File: src/rtl/weight_fetch_requester.sv
// Weight SRAM read initiator for one MVMU slice: issues a tile's read beats,
// then reassembles the returned SPEED-byte beats into full rows for crossbar programming.
module weight_fetch_requester #(
  parameter int unsigned SPEED   = 4,
  parameter int unsigned MAX_LEN = 128
) (
  input  logic                     clk,
  input  logic                     RSTn,
  input  logic                     desc_valid,
  output logic                     desc_ready,
  input  logic [31:0]              desc_addr,
  input  logic [15:0]              desc_length,
  input  logic [5:0]               desc_width,
  input  logic [15:0]              desc_jump,
  output logic                     WS_web,
  output logic [31:0]              WS_read_addr,
  output logic [15:0]              WS_length,
  output logic [5:0]               WS_width,
  output logic [15:0]              WS_depth_of_jump,
  input  logic [127:0]             WS_data,
  output logic                     row_valid,
  output logic [MAX_LEN*8-1:0]     row_data,
  output logic [5:0]               row_index,
  output logic                     done,
  output logic                     err
);

  localparam int unsigned CNT_W = 12;
  localparam int unsigned LEN_W = 16;
  localparam int unsigned ROW_W = MAX_LEN * 8;
  localparam int unsigned COL_W = $clog2(MAX_LEN + 1);

  typedef enum logic [1:0] {
    IDLE  = 2'd0,
    ISSUE = 2'd1,
    DRAIN = 2'd2
  } state_t;

  state_t             state_q;
  state_t             state_d;
  logic [CNT_W-1:0]   beats_q;
  logic [CNT_W-1:0]   beats_d;
  logic               ws_web_d;
  logic               desc_ready_d;
  logic               err_d;
  logic               start_c;

  logic               legal_c;
  logic [LEN_W-1:0]   beats_per_row_c;
  logic [CNT_W-1:0]   total_beats_c;

  logic               cap_q;
  logic [COL_W-1:0]   col_q;
  logic [5:0]         row_cnt_q;
  logic [COL_W-1:0]   last_col_c;
  logic [ROW_W-1:0]   row_next_c;

  // Descriptor decode, evaluated on the raw inputs so it is ready at the accept edge.
  assign legal_c = (desc_length != '0)
                && ((desc_length % LEN_W'(SPEED)) == '0)
                && (desc_length <= LEN_W'(MAX_LEN))
                && (desc_width != '0);
  assign beats_per_row_c = desc_length / LEN_W'(SPEED);
  assign total_beats_c   = CNT_W'(beats_per_row_c * LEN_W'(desc_width));

  // Request FSM: next state and next values of the registered request outputs.
  always_comb begin
    state_d      = state_q;
    beats_d      = beats_q;
    ws_web_d     = 1'b0;
    err_d        = 1'b0;
    start_c      = 1'b0;
    unique case (state_q)
      IDLE: begin
        if (desc_valid) begin
          if (legal_c) begin
            state_d  = ISSUE;
            beats_d  = total_beats_c;
            ws_web_d = 1'b1;
            start_c  = 1'b1;
          end else begin
            err_d = 1'b1;
          end
        end
      end
      ISSUE: begin
        beats_d = beats_q - CNT_W'(1);
        if (beats_q == CNT_W'(1)) begin
          state_d = DRAIN;
        end else begin
          ws_web_d = 1'b1;
        end
      end
      DRAIN: begin
        state_d = IDLE;
      end
      default: begin
        state_d = IDLE;
      end
    endcase
    desc_ready_d = (state_d == IDLE);
  end

  always_ff @(posedge clk) begin
    if (!RSTn) begin
      state_q          <= IDLE;
      beats_q          <= '0;
      WS_web           <= 1'b0;
      desc_ready       <= 1'b1;
      err              <= 1'b0;
      WS_read_addr     <= '0;
      WS_length        <= '0;
      WS_width         <= '0;
      WS_depth_of_jump <= '0;
    end else begin
      state_q    <= state_d;
      beats_q    <= beats_d;
      WS_web     <= ws_web_d;
      desc_ready <= desc_ready_d;
      err        <= err_d;
      if (start_c) begin
        WS_read_addr     <= desc_addr;
        WS_length        <= desc_length;
        WS_width         <= desc_width;
        WS_depth_of_jump <= desc_jump;
      end
    end
  end

  assign last_col_c = COL_W'(WS_length - LEN_W'(SPEED));

  // First beat of a row starts from a cleared buffer so bytes past the row length read as 0.
  always_comb begin
    row_next_c = (col_q == '0) ? '0 : row_data;
    for (int unsigned c = 0; c < MAX_LEN; c++) begin
      for (int unsigned k = 0; k < SPEED; k++) begin
        if (32'(col_q) + k == c) begin
          row_next_c[c*8 +: 8] = WS_data[k*8 +: 8];
        end
      end
    end
  end

  // Capture path: the SRAM returns each beat one cycle after its request.
  always_ff @(posedge clk) begin
    if (!RSTn) begin
      cap_q     <= 1'b0;
      col_q     <= '0;
      row_cnt_q <= '0;
      row_data  <= '0;
      row_valid <= 1'b0;
      row_index <= '0;
      done      <= 1'b0;
    end else begin
      cap_q     <= WS_web;
      row_valid <= 1'b0;
      done      <= 1'b0;
      if (start_c) begin
        col_q     <= '0;
        row_cnt_q <= '0;
      end
      if (cap_q) begin
        row_data <= row_next_c;
        if (col_q == last_col_c) begin
          col_q     <= '0;
          row_cnt_q <= row_cnt_q + 6'd1;
          row_valid <= 1'b1;
          row_index <= row_cnt_q;
          if (row_cnt_q == WS_width - 6'd1) begin
            done <= 1'b1;
          end
        end else begin
          col_q <= col_q + COL_W'(SPEED);
        end
      end
    end
  end

  // Lanes at or above SPEED carry nothing for this slice.
  if (SPEED < 16) begin : g_unused_lanes
    logic unused_lanes;
    assign unused_lanes = ^WS_data[127:SPEED*8];
  end

endmodule

File: config.mk
export PLATFORM = sky130hd
export DESIGN_NAME = weight_fetch_requester
export DESIGN_NICKNAME = d
export VERILOG_FILES = /design/src/rtl/weight_fetch_requester.sv
export SDC_FILE = /design/constraint.sdc
export NUM_CORES = 2
export LEC_CHECK = 0
export ABC_AREA = 1
export CAP_MARGIN = 20
export CORE_AREA = 2 2 510 512
export DETAILED_ROUTE_END_ITERATION = 10
export DIE_AREA = 0 0 512 514
export DONT_BUFFER_PORTS = 1
export PLACE_DENSITY = 0.3
export SLEW_MARGIN = 10
export SYNTH_ARGS = -nofsm -noshare
export SYNTH_HDL_FRONTEND = slang
export SYNTH_SLANG_ARGS = --single-unit
File: constraint.sdc
create_clock -name clk -period 4.49 [get_ports clk]
set_input_delay 0.2245 -clock clk [delete_from_list [all_inputs] [get_ports clk]]
set_output_delay 0.2245 -clock clk [all_outputs]
set_load 0.01 [all_outputs]
; ---- Word-level counts from Yosys, hierarchy flattened
; Cells that the tools add are included.
[totals]
regBits = 1134
input_bits = 201
output_inout_bits = 1105
elab_cells = 1477
[classes]
add_sub_neg = 8
mul = 1
magnitude_cmp = 1
eq_ne = 514
muxes = 534
reduce_logical = 276
[ops]
columns = op, n
row1 = == test 32 x 7 -> 1 bit (second input constant), 189
row2 = two-way mux 8 bit, 515
row3 = == test 32 x 6 -> 1 bit (second input constant), 96
row4 = == test 32 x 5 -> 1 bit (second input constant), 48
row5 = two-way mux 1024 bit, 1
row6 = == test 32 x 4 -> 1 bit (second input constant), 24
row7 = nonzero test 5 bit, 128
row8 = == test 8 x 7 -> 1 bit (second input constant), 64
row9 = == test 32 x 3 -> 1 bit (second input constant), 12
row10 = AND reduction 2 bit, 130
row11 = == test 8 x 6 -> 1 bit (second input constant), 32
row12 = == test 32 x 2 -> 1 bit (second input constant), 6
row13 = == test 8 x 5 -> 1 bit (second input constant), 16
row14 = zero test 32 bit, 4
row15 = == test 32 x 1 -> 1 bit (second input constant), 3
row16 = == test 8 x 4 -> 1 bit (second input constant), 8
row17 = == test 8 x 3 -> 1 bit (second input constant), 4
row18 = == test 9 x 7 -> 1 bit (second input constant), 3
row19 = two-way mux 12 bit, 2
row20 = one-hot mux 12 bit (2 select lines), 1
row21 = adder 8 x 2 -> 9 bit (second input constant), 2
row22 = two-way mux 6 bit, 3
row23 = == test 8 x 2 -> 1 bit (second input constant), 2
row24 = less-or-equal comparator 16 x 8 -> 1 bit (second input constant), 1
row25 = 25 further kinds, 40

; ---- Depth between registers and ports, before layout
[logic_depth]
depth_word = 10
ltp_mapped = 19
ltp_nobuf = 18

; ---- Worst setup path after synthesis
; OpenSTA, ideal clock, no wires.
[synth_path]
path_type = input -> register
startpoint = input port desc_width[1]
endpoint = register beats_q[10]
arrival_ps = 3114
slack_ps = 1259
cell_stages = 15
cell_sequence = clkbuf_1 nand2_1 inv_1 fa_1 fa_1 inv_1 fa_1 inv_1 ha_1 a21oi_1 nand3b_1 nand3_1 xor2_1 a21oi_1 nor2_1
[synth_via]
elab_chain_len = 4
[synth_lines]
columns = element, line
row1 = from (decl), 13  ; input logic [5:0] desc_width,
row2 = multiplier 14 x 6 -> 12 bit or nonzero test 6 bit (tied branches), "64, 62"
row3 = two-way mux 12 bit or logical AND 1 bit (tied branches), "76, 62"
row4 = two-way mux 12 bit or != test 2 bit (tied branches), -
row5 = one-hot mux 12 bit (2 select lines) or AND reduction 3 bit (tied branches), -
row6 = to (signal assigned), 117  ; beats_q <= beats_d;
row7 = to (decl), 41  ; logic [CNT_W-1:0] beats_q;
; Parallel ways exist; a longest one is shown, timed or not. The select of a mux whose other input is x is not followed.
; A chain may end at the register's enable or synchronous reset.

; ---- Final worst setup path
[layout_path]
startpoint = register cap_q
endpoint = register row_data[523]
[layout_via]
elab_chain_len = 1
[layout_lines]
columns = element, line
row1 = from (decl), 52  ; logic cap_q;
row2 = from (signal assigned), 155  ; cap_q <= WS_web;
row3 = AND reduction 2 bit (no line), -
row4 = to (signal assigned), 163  ; row_data <= row_next_c;
row5 = to (decl), 22  ; output logic [MAX_LEN*8-1:0] row_data,
; Every way passes these cells.

==> impl_table.tex <==
\begin{tabular}{lr}
\hline
Metric & Value \\
\hline
\multicolumn{2}{l}{\textbf{CTS}} \\
CTS H-tree lvls & 4 \\
Clock input transition at the sequential cells of the worst setup and hold paths & 0.06 ns \\
Total clock buffers created by CTS & 145 \\
Bufs on Longest Clock Path & 3 \\
Root buffer cell & sky130\_fd\_sc\_hd\_\_clkbuf\_16 \\
TritonCTS Sinks & 1132 \\
Post-CTS sizing & 0 \\
Later-pin clock latency in the skew report & 0.83 ns \\
Clock tree from TritonCTS & yes \\
\multicolumn{2}{l}{\textbf{Setup path}} \\
Worst endpoint required time & 5.21 ns \\
Delay of the slowest cell on the worst path & 0.69 ns \\
Nature of the critical path endpoint & flip-flop \\
Biggest fanout along the worst timing path & 30 \\
Arrival time at the worst endpoint & 4.31 ns \\
Worst path cell trace & nand2\_1 -> buf\_4 -> nor2\_4 -> buf\_4 -> nand2\_1 -> dlygate4sd3\_1 -> a21oi\_1 \\
Setup CP Type & flip-flop to flip-flop \\
Crit path max-delay cell type & sky130\_fd\_sc\_hd\_\_dfxtp\_4 \\
Cell type group with the largest total delay on the critical path & buffers and inverters \\
Buffer and inverter count on the worst path & 3 \\
Category of the worst setup path launch point & flip-flop \\
\multicolumn{2}{l}{\textbf{GRT}} \\
Largest net degree at the start of global routing & 154 \\
Total global routing overflow & 0 \\
Global-route wire length before repair & 326000 um \\
Met3 layer usage reported by global route & 0.0668 \\
GRT busiest layer & met2 \\
Via count of the first global-routing pass & 36600 \\
Met2 capacity usage during global routing & 0.293 \\
Initial antenna violation count & 26 \\
Overall global routing resource usage & 0.176 \\
M1 GR Usage & 0.210 \\
\multicolumn{2}{l}{\textbf{Synthesis}} \\
Sequential element share of the synthesized area & 0.514 \\
Gate count of the mapped netlist & 5656 \\
Yosys top cell area share & 0.514 \\
Biggest area contributors in the synthesized netlist & sky130\_fd\_sc\_hd\_\_dfxtp\_1 51\%, sky130\_fd\_sc\_hd\_\_nand2\_1 14\%, sky130\_fd\_sc\_hd\_\_a21oi\_1 12\% \\
Cell type contributing the most total cell area after synthesis & sky130\_fd\_sc\_hd\_\_dfxtp\_1 \\
Ys async rst share & 0 \\
Top post-synthesis cells by count & 1684 x sky130\_fd\_sc\_hd\_\_nand2\_1, 1132 x sky130\_fd\_sc\_hd\_\_dfxtp\_1, 1093 x sky130\_fd\_sc\_hd\_\_a21oi\_1 \\
Post-Synthesis Net Count & 5910 \\
Most frequent cell after synthesis & sky130\_fd\_sc\_hd\_\_nand2\_1 \\
Mapped cell area & 44100 sq um \\
Average instance area after synthesis & 7.80 sq um \\
Count of flip-flops with a built-in enable after synthesis & 0 \\
FF+latch count, synth & 1132 \\
Distinct cell type count after synthesis & 40 \\
Ys Warns & 0 \\
Most common flop cell mapped by yosys & sky130\_fd\_sc\_hd\_\_dfxtp\_1 \\
\multicolumn{2}{l}{\textbf{Die}} \\
IO Pins & 1306 \\
Die height & 514 um \\
Overall die width & 512 um \\
Initial cell density of the core & 0.171 \\
Die outline area & 263000 sq um \\
Standard-cell row count & 187 \\
Core ar. & 258000 sq um \\
\multicolumn{2}{l}{\textbf{Placed design}} \\
Count of port buffers added during placement & 0 \\
Post-DP HPWL & 148000 um \\
Placed Instance Area & 46600 sq um \\
Inst Count DP & 8621 \\
Routability congestion estimate & 0.752 \\
\multicolumn{2}{l}{\textbf{STA}} \\
Worst slew margin relative to its limit & 0.271 \\
Final worst clock skew & 0.0656 ns \\
Highest clock rate & 0.279 GHz \\
Unrepaired setup endpoints after global routing & no \\
Setup total negative slack & 0 ns \\
Shortest clock period the worst path allows after layout & 3.59 ns \\
Endpoints failing setup & 0 \\
Number of hold violations in the final report & 0 \\
Worst-Margin Slew & 1.09 ns \\
Total count of max-transition violations in the final report & 0 \\
Final period utilization & 0.800 \\
\multicolumn{2}{l}{\textbf{Detailed routing}} \\
Via/cell ratio & 4.29 \\
Via Count & 38800 \\
DRC violation count after routing & 0 \\
Router iterations before antenna repair & 5 \\
Starting DRC count in detailed routing & 3329 \\
Post-DRT Antenna Nets & 0 \\
Routed Wire Length & 243000 um \\
Routed wirelength normalized by instance count & 26.8 um \\
\multicolumn{2}{l}{\textbf{Pwr}} \\
Worst-case vdd ir drop & 0.364 mV \\
Ratio of total power to cell area & 433 nW/um\^{}2 \\
Leakage power summed over all cells & 17.8 nW \\
\multicolumn{2}{l}{\textbf{Layout}} \\
Share of cells above drive strength 1 & 0.0943 \\
Signed area change from the synthesized netlist to the final layout & 21.7\% \\
Layout Cells excl Fill & 9058 \\
Count of nets after finishing & 5788 \\
Util after Layout & 0.208 \\
Fill cell count & 28500 \\
Post-route cell area & 53700 sq um \\
\multicolumn{2}{l}{\textbf{Run}} \\
Max-Cap Viols & 0 \\
\multicolumn{2}{l}{\textbf{Worst hold path}} \\
Type of the tightest min-delay check & primary input to flip-flop \\
\multicolumn{2}{l}{\textbf{Outcome}} \\
Status & complete, no violations \\
\hline
\end{tabular}
-- state kept, by name, summed over array words and instances (netlist names), 2 cells and up --
signal            count
col_q                 6
row_cnt_q             6
WS_depth_of_jump     16
row_data           1024
WS_length            16
row_index             6
WS_read_addr         32
beats_q              12
state_q               2
WS_width              6
-- repair_timing --
action | CTS | global route
hold buffers | 168 | 0
buffers inserted | 0 | 0
hold endpoints to repair | 1124 | 0
-- where the power goes --
group          switching, mW  leakage, nW  internal (mW)  total (mW)
combinational          0.946         6.29          0.349        1.30
sequential           0.00111         9.11           10.0        10.0
clock                   5.10         2.35           6.81        11.9
total                   6.04         17.8           17.2        23.2
-- routing by layer --
metal,part of all wire,up-vias
met5,0.00012,-
met4,0.029,4
met1,0.40,19000
met3,0.093,265
met2,0.47,1461
li1,-,18100
-- worst reg2reg max path, cell delays in order, from the launching register on --
cell,delay (ns)
sky130_fd_sc_hd__dfxtp_4,0.69
sky130_fd_sc_hd__nand2_1,0.68
sky130_fd_sc_hd__buf_4,0.40
sky130_fd_sc_hd__nor2_4,0.52
sky130_fd_sc_hd__buf_4,0.40
sky130_fd_sc_hd__nand2_1,0.10
sky130_fd_sc_hd__dlygate4sd3_1,0.57
sky130_fd_sc_hd__a21oi_1,0.14
-- worst paths after layout --
check | start | endpoint | slack [ns] | cells after the start
setup / recovery | cap_q | row_data[523] | 0.90 | 7
hold / removal | desc_length[2] | beats_q[2] | 0.09 | 6
setup reg to reg | cap_q | row_data[523] | 0.90 | 7
hold reg to reg | beats_q[1] | beats_q[1] | 0.49 | 2
-- cell families after synthesis --
group | count (synthesis) | synth area share
compound gates | 1207 | 0.143
flops | 1132 | 0.514
fa+ha+maj | 53 | 0.0200
buf+inv | 827 | 0.0852
xor+xnor | 25 | 0.00513
simple gates | 2412 | 0.234
-- through the flow --
stage / setup slack (ns) / power [mW] / hold WS (ns)
after CTS: 0.608 / 23.7 / 0.00604
after global routing: 0.544 / 24.1 / 0.0677
final: 0.899 / 23.2 / 0.0871
after floorplan: 1.26 / 10.9 / 0.414
after global placement: 1.06 / 11.0 / 0.338
after detailed placement: 1.01 / 11.0 / 0.341
-- area by class of cell --
type | instances | area, sq um | share of cell area
antenna | 6 | 15.0 | 0.000280
clock buffer | 219 | 4260 | 0.0793
clock inverter | 44 | 566 | 0.0105
inverter | 313 | 1180 | 0.0220
multi-input combinational | 3697 | 17800 | 0.332
sequential | 1132 | 22700 | 0.422
tap | 3402 | 4260 | 0.0793
timing repair buffer | 245 | 2940 | 0.0547
-- placed cells by master (no fill, tap or decap), drive strengths merged --
cell	instances
dfxtp	1132
xor2	18
nand3b	3
and2	1
nand4	148
clkinv	31
nand2	1685
o22ai	1
inv	320
a211oi	32
clkbuf	219
o2111ai	1
xnor2	7
a21oi	1093
nor3	9
nor2	118
dlygate4sd3	135
or2	131
clkinvlp	3
o31ai	1
o21ai	79
bufinv	3
ha	24
fa	29
diode	6
and3	1
buf	110
nand3	316
Note: power is estimated with default switching activity, not from simulation.
